===== config.mk =====
export PLATFORM = sky130hd
export DESIGN_NAME = ica_bus_arbiter
export DESIGN_NICKNAME = d
export VERILOG_FILES = /design/src/rtl/ica_bus_arbiter.sv
export SDC_FILE = /design/constraint.sdc
export NUM_CORES = 1
export LEC_CHECK = 0
export BUFFER_PORTS_ARGS = -buffer_cell sky130_fd_sc_hd__buf_2
export CAP_MARGIN = 20
export CORE_UTILIZATION = 40
export DETAILED_ROUTE_END_ITERATION = 12
export GPL_TIMING_DRIVEN = 1
export PLACE_DENSITY = 0.75
export SKIP_LAST_GASP = 1
export SLEW_MARGIN = 20
export SYNTH_ARGS = -nofsm -noshare
export SYNTH_HDL_FRONTEND = slang
export SYNTH_SLANG_ARGS = --single-unit

===== constraint.sdc =====
create_clock -name clk -period 4.92 [get_ports clk]
set_input_delay 1.476 -clock clk [delete_from_list [all_inputs] [get_ports clk]]
set_output_delay 1.476 -clock clk [all_outputs]
set_load 0.01 [all_outputs]

===== src/rtl/ica_bus_arbiter.sv =====
// rtl/ica_bus_arbiter.sv - two-requester arbiter for the shared ICA/DCA memory bus
//
// Arbitrates two burst requesters (ICA/DCA unit 0 and unit 1) onto a single
// memory bus. Urgent requests beat normal ones; ties are broken round-robin.
// Every bus cycle ends on mem_bus_ack or on a timeout, followed by one
// RELEASE cycle so requesters can settle before the next arbitration.
//
// Parameters
//   TIMEOUT_CYCLES        grant cycles without mem_bus_ack before forced release (1..255)
//
// Ports
//   clk                   system clock, rising edge
//   reset_n               asynchronous active-low reset
//   req0_address          requester 0 byte address
//   req0_as               requester 0 address strobe (request)
//   req0_urgent           requester 0 high priority
//   req0_bus_ack          mem_bus_ack routed to requester 0 while it owns the bus
//   req0_burstdata_valid  mem_burstdata_valid routed to requester 0 while it owns the bus
//   req1_*                same set for requester 1
//   req_din               mem_din broadcast to both requesters
//   mem_address           shared bus address, latched at grant
//   mem_as                shared bus address strobe
//   mem_din               shared bus read data
//   mem_bus_ack           shared bus cycle end
//   mem_burstdata_valid   shared bus read word valid
//   grant                 one-hot current owner (bit0 = requester 0), 00 when none
//   timeout_err           one-cycle pulse on forced release

module ica_bus_arbiter #(
    parameter int TIMEOUT_CYCLES = 255
) (
    input  logic        clk,
    input  logic        reset_n,
    input  logic [21:0] req0_address,
    input  logic        req0_as,
    input  logic        req0_urgent,
    output logic        req0_bus_ack,
    output logic        req0_burstdata_valid,
    input  logic [21:0] req1_address,
    input  logic        req1_as,
    input  logic        req1_urgent,
    output logic        req1_bus_ack,
    output logic        req1_burstdata_valid,
    output logic [15:0] req_din,
    output logic [21:0] mem_address,
    output logic        mem_as,
    input  logic [15:0] mem_din,
    input  logic        mem_bus_ack,
    input  logic        mem_burstdata_valid,
    output logic [1:0]  grant,
    output logic        timeout_err
);

    localparam logic [7:0] TIMEOUT_LIMIT = 8'(TIMEOUT_CYCLES);

    typedef enum logic [1:0] {
        IDLE    = 2'd0,
        GRANT0  = 2'd1,
        GRANT1  = 2'd2,
        RELEASE = 2'd3
    } state_t;

    state_t      state;
    state_t      state_next;
    logic [21:0] address_next;
    logic [7:0]  tmo_cnt;
    logic [7:0]  tmo_cnt_next;
    logic        last_grant;
    logic        last_grant_next;
    logic        timeout_err_next;
    logic [1:0]  grant_next;
    logic        mem_as_next;

    logic        urgent0;
    logic        urgent1;
    logic        win0;
    logic        win1;

    // Arbitration on the current cycle's requests. Urgency is compared first;
    // only requests of equal standing fall through to the as/round-robin tiers.
    always_comb begin
        urgent0 = req0_as & req0_urgent;
        urgent1 = req1_as & req1_urgent;
        win0    = 1'b0;
        win1    = 1'b0;
        if (urgent0 != urgent1) begin
            win0 = urgent0;
            win1 = urgent1;
        end else if (req0_as != req1_as) begin
            win0 = req0_as;
            win1 = req1_as;
        end else if (req0_as) begin
            // last_grant names the previous winner; the other side gets the tie.
            win0 = last_grant;
            win1 = ~last_grant;
        end
    end

    always_comb begin
        state_next       = state;
        address_next     = mem_address;
        tmo_cnt_next     = tmo_cnt;
        last_grant_next  = last_grant;
        timeout_err_next = 1'b0;

        case (state)
            IDLE: begin
                if (win0) begin
                    state_next      = GRANT0;
                    address_next    = req0_address;
                    last_grant_next = 1'b0;
                    tmo_cnt_next    = 8'd0;
                end else if (win1) begin
                    state_next      = GRANT1;
                    address_next    = req1_address;
                    last_grant_next = 1'b1;
                    tmo_cnt_next    = 8'd0;
                end
            end
            GRANT0, GRANT1: begin
                // Ack is tested first so an ack on the timeout cycle is a
                // normal completion, not an error.
                if (mem_bus_ack) begin
                    state_next = RELEASE;
                end else if (tmo_cnt == TIMEOUT_LIMIT) begin
                    state_next       = RELEASE;
                    timeout_err_next = 1'b1;
                end else begin
                    tmo_cnt_next = tmo_cnt + 8'd1;
                end
            end
            RELEASE: begin
                state_next = IDLE;
            end
            default: begin
                state_next = IDLE;
            end
        endcase

        grant_next  = {state_next == GRANT1, state_next == GRANT0};
        mem_as_next = |grant_next;
    end

    always_ff @(posedge clk or negedge reset_n) begin
        if (!reset_n) begin
            state       <= IDLE;
            mem_address <= 22'd0;
            mem_as      <= 1'b0;
            grant       <= 2'b00;
            tmo_cnt     <= 8'd0;
            last_grant  <= 1'b1;
            timeout_err <= 1'b0;
        end else begin
            state       <= state_next;
            mem_address <= address_next;
            mem_as      <= mem_as_next;
            grant       <= grant_next;
            tmo_cnt     <= tmo_cnt_next;
            last_grant  <= last_grant_next;
            timeout_err <= timeout_err_next;
        end
    end

    // Strobes reach only the current owner; reset_n gating keeps them quiet
    // during reset regardless of what the memory side is doing.
    assign req0_bus_ack         = reset_n & (state == GRANT0) & mem_bus_ack;
    assign req0_burstdata_valid = reset_n & (state == GRANT0) & mem_burstdata_valid;
    assign req1_bus_ack         = reset_n & (state == GRANT1) & mem_bus_ack;
    assign req1_burstdata_valid = reset_n & (state == GRANT1) & mem_burstdata_valid;
    assign req_din              = mem_din;

endmodule


# == After elaboration in Yosys (flattened, before gate mapping) ==
# Cells that the tools add are included.
# op_classes
addsub,1
n_eq_ne,11
mux,23
n_bitwise,9
reduce_logical,7
# ops
operator,count
22-bit 2-to-1 mux,2
8-bit 2-to-1 mux,4
8-bit one-hot mux with 2 select lines,1
1-bit 2-to-1 mux,11
"8-bit by 1-bit adder with 8-bit output, second input constant",1
1-bit bitwise AND,8
"8-bit equality test, second input constant",1
2-bit 2-to-1 mux,4
"2-bit equality test, second input constant",3
2-bit one-hot mux with 3 select lines,1
"2-bit by 1-bit equality test with 1-bit output, second input constant",2
"2-bit != test, second input constant",2
4-bit AND reduction,1
2-bit nonzero test,2
2-bit OR reduction,2
"3-bit != test, second input constant",1
2-bit zero test,1
1-bit != test,2
2-bit AND reduction,1
1-bit NOT,1
# word_totals
regBits,37
inputBits,68
output_inout_bits,46
wordCells,58

# == Logic depth before layout (Yosys ltp) ==
# logic_depth
ltp_word,9
mapped_depth,9

# == Worst setup path after synthesis ==
# No wires, ideal clock.
# synth_path
path_type,input to register
from,input req1_as
to,register mem_as
setup_time_ns,0.113
t_arrival_ns,3.032
required_time_ns,4.807
path_slack_ns,1.775
path_stages,7
cell_sequence,inv_1 -> ha_1 -> or3_1 -> a21o_1 -> a211o_1 -> ha_1 -> inv_1
# synth_between
elab_chain_cells,8
word_cells_on_any_way,13
# synth_lines
item,line_no,source
from (decl),40,"input logic req1_as,"
1-bit != test or 1-bit bitwise AND (tied branches),"89, 83",
1-bit 2-to-1 mux or 1-bit != test (tied branches),"89, 86",
1-bit 2-to-1 mux,86,if (urgent0 != urgent1) begin
2-bit 2-to-1 mux,113,end else if (win1) begin
2-bit 2-to-1 mux *,108,if (win0) begin
2-bit one-hot mux with 3 select lines *,106,case (state)
2-bit by 1-bit equality test with 1-bit output or 2-bit equality test (tied branches),140,"grant_next = {state_next == GRANT1, state_next == GRANT0};"
2-bit OR reduction *,141,mem_as_next = |grant_next;
via mem_as_next,72,logic mem_as_next;
to (signal assigned),156,mem_as <= mem_as_next;
to (decl),46,"output logic mem_as,"
# Mark *: on every way through the listed nets, which the timed path passes. The rest lies on a longest branch.
# A chain may end at the register's enable or synchronous reset.

# == Worst setup path after layout ==
# layout_path
from,input req0_as
to,register mem_as
# layout_between
elab_chain_cells,8
word_cells_on_any_way,15
# layout_lines
item,line_no,source
from (decl),35,"input logic req0_as,"
"1-bit 2-to-1 mux, or another cell as far along",92,end else if (req0_as) begin
1-bit 2-to-1 mux or 1-bit != test (tied branches),"89, 86",
1-bit 2-to-1 mux,86,
2-bit 2-to-1 mux,113,
2-bit 2-to-1 mux *,108,
2-bit one-hot mux with 3 select lines *,106,
2-bit by 1-bit equality test with 1-bit output or 2-bit equality test (tied branches),140,
2-bit OR reduction *,141,
via mem_as_next,72,
# Marked as above.

==> results.json <==
{
  "status": "complete, no violations",
  "synth_top_area_share_pct": 43.17,
  "drtAntennaViolNets": 0,
  "boundaryPins": 114,
  "synth_cells": 239,
  "crit_arrival_ns": 3.64,
  "final_common_cell": "buf_2",
  "finalCritPeriodShare_pct": 70.19,
  "fin_area_um2": 2516,
  "hold_ws_ns": 0.5191,
  "final_cell_mix": "81 x buf_2, 50 x nand2_1, 36 x dfrtp_1, 27 x nor2_1, 22 x a31oi_1",
  "die_h_um": 74.23,
  "antenna_cells": 0,
  "root_buffer": "clkbuf_8",
  "htreeDepth": 2,
  "critPathKind": "in -> reg",
  "slew_violations": 0,
  "critPathMaxFanout": 25,
  "startpoint_type": "input port",
  "gp_congestion": 0.8068,
  "cts_tree": "built",
  "die_w_um": 74.23,
  "skew_ns": 0.009998,
  "firstDrtPassIters": 4,
  "area_growth_pct": 20.56,
  "period_needed_ns": 3.453,
  "clk_pin_slew_worst_paths_ns": 0.08,
  "multi_input_area_um2": 958.4,
  "synth_flop_cell": "dfrtp_1",
  "cap_violations": 0,
  "clk-insertion-delay-late_ns": 0.29,
  "fp.dieArea_um2": 5510,
  "grt_max_degree": 47,
  "seqCellArea_um2": 927.1,
  "overflow": 0,
  "core_area_um2": 4880,
  "fillCellCount": 508,
  "ys_ff_latch": 37,
  "hp-class": "reg -> reg",
  "syn_area_per_cell_um2": 8.732,
  "cts_resized": 0,
  "cts_num_sinks": 37,
  "portBuffers": 81,
  "antenna_found_initial": 0,
  "placed_cell_area_um2": 2409,
  "dr_total_vias": 1874,
  "wl_um": 4783,
  "vdd_ir_drop_max_mv": 0.3282,
  "ys_seq_area_share_pct": 44.42,
  "cts_made_buffers": 5,
  "via_per_inst": 5.092,
  "drive_above_1_share_pct": 32.89,
  "synthArstFlopShare_pct": 100.0,
  "grt_pass1_wl_um": 7610,
  "fmaxAchievable_mhz": 289.6,
  "tightest_slew_ns": 0.9197,
  "ctsHoldBuffers": 0,
  "setup_viol": 0,
  "cp_data_required_time_ns": 5.11,
  "wl_per_cell_um": 13.00,
  "initial_utilization_pct": 42.77,
  "end_kind": "flop",
  "synth_nets": 314,
  "synth_cell_types": 48,
  "synth_edf_count": 0,
  "netlist_area_um2": 2087,
  "fin_tns_setup_ns": 0,
  "yosysTopAreaCell": "dfrtp_1",
  "drcViolationCount": 0,
  "track_usage_pct": 18.06,
  "layout.nets": 375,
  "row_count": 25,
  "grt_pass1_vias": 1763,
  "slew_headroom_pct": 38.56,
  "cts_setup_buffers": 0,
  "synth_area_leaders": "dfrtp_1 43%, nand2_1 9.0%, a31oi_1 6.6%",
  "drt_iter0_drc": 107,
  "power.leakage_nw": 1.234,
  "hold_viol": 0,
  "power.density_nw_per_um2": 598.8,
  "ys_warn_count": 0,
  "post-dp-hpwl_um": 3392,
  "clockBufferDepth": 2,
  "rsz0062_at_grt": "no"
}
==> synthesized netlist by cell type (2+ instances only) <==
cell,instances
buf_4,18
dfrtp_1,36
o21ai_0,6
and3_1,6
nor2_1,27
nand2_1,50
a31oi_1,22
clkbuf_1,7
ha_1,7
a21oi_1,3
nor4_1,2
inv_1,7
o2111ai_1,2
o21ai_1,3
nand3_1,5
o211ai_1,3
buf_2,2
nor3b_1,2
nand2b_1,2
==> cell type report <==
type | instances | share of cell area (%)
Clock inverter | 2 | 1.392
Clock buffer | 6 | 2.884
Multi-Input combinational cell | 167 | 38.09
Sequential cell | 37 | 36.85
Tap cell | 67 | 3.332
Timing Repair Buffer | 82 | 16.41
Inverter | 7 | 1.044
==> metal layers <==
| metal | wire length, um | vias up | GRT usage [%] |
|---|---|---|---|
| met5 | 0 | - | 0 |
| met4 | 70 | 0 | 9.224 |
| met1 | 2119 | 854 | 23.63 |
| met3 | 347 | 7 | 3.930 |
| met2 | 2245 | 75 | 28.28 |
| li1 | - | 938 | - |
==> per-stage QoR <==
| stage | power [mW] | utilization (%) | instances | worst slack [ns] |
|---|---|---|---|---|
| 4_1_cts | 1.523 | 51.56 | 368 | 1.485 |
| 3_5_place_dp | 1.261 | 49.36 | 360 | 1.175 |
| 3_3_place_gp | 1.233 | 49.36 | 360 | 1.228 |
| 2_1_floorplan | 1.052 | - | 239 | 1.775 |
| 5_1_grt | 1.652 | 51.56 | 368 | 1.311 |
| 6_report | 1.507 | 51.56 | 368 | 1.467 |
==> path summary, 6_finish.rpt <==
| check | slack (ns) | to | depth (start not counted) | from |
|---|---|---|---|---|
| hold reg to reg | 0.52 | tmo_cnt[6] | 1 | tmo_cnt[6] |
| max in group asynchronous | 3.30 | last_grant | 2 | reset_n |
| setup / recovery | 1.47 | mem_as | 9 | req0_as |
| hold / removal | 0.52 | tmo_cnt[6] | 1 | tmo_cnt[6] |
| setup reg to reg | 2.64 | tmo_cnt[4] | 6 | state[1] |
| min in group asynchronous | 1.27 | mem_address[1] | 2 | reset_n |
==> registers in the layout, indices dropped and copies added, names as in the netlist <==
register,cells
state,2
grant,2
last_grant,1
tmo_cnt,8
mem_address,22
mem_as,1
timeout_err,1
==> cell families (layout without fill, tap and decap cells) <==
kind of cell	Yosys count	in the layout	synth area share (%)
and+or+nand+nor	105	105	22.42
adders and majority gates	7	7	4.196
DFF	37	37	44.42
buffers and inverters	35	97	10.01
AOI/OAI and AO/OA	55	55	18.95
==> worst max-delay path: stages <==
cell	delay, ns
buf_2	0.12
inv_1	0.05
ha_1	0.32
or3_1	0.41
a21oi_4	0.55
nand3_1	0.21
nor3b_1	0.19
ha_1	0.28
inv_1	0.03
==> power by group <==
group	total, mW	internal (mW)	leakage [nW]	switching [mW]
clock network	0.257	0.150	0.0552	0.107
registers	0.527	0.444	0.439	0.0821
logic	0.723	0.289	0.740	0.434
total	1.51	0.884	1.23	0.622
Note: power is estimated with default switching activity, not from simulation.
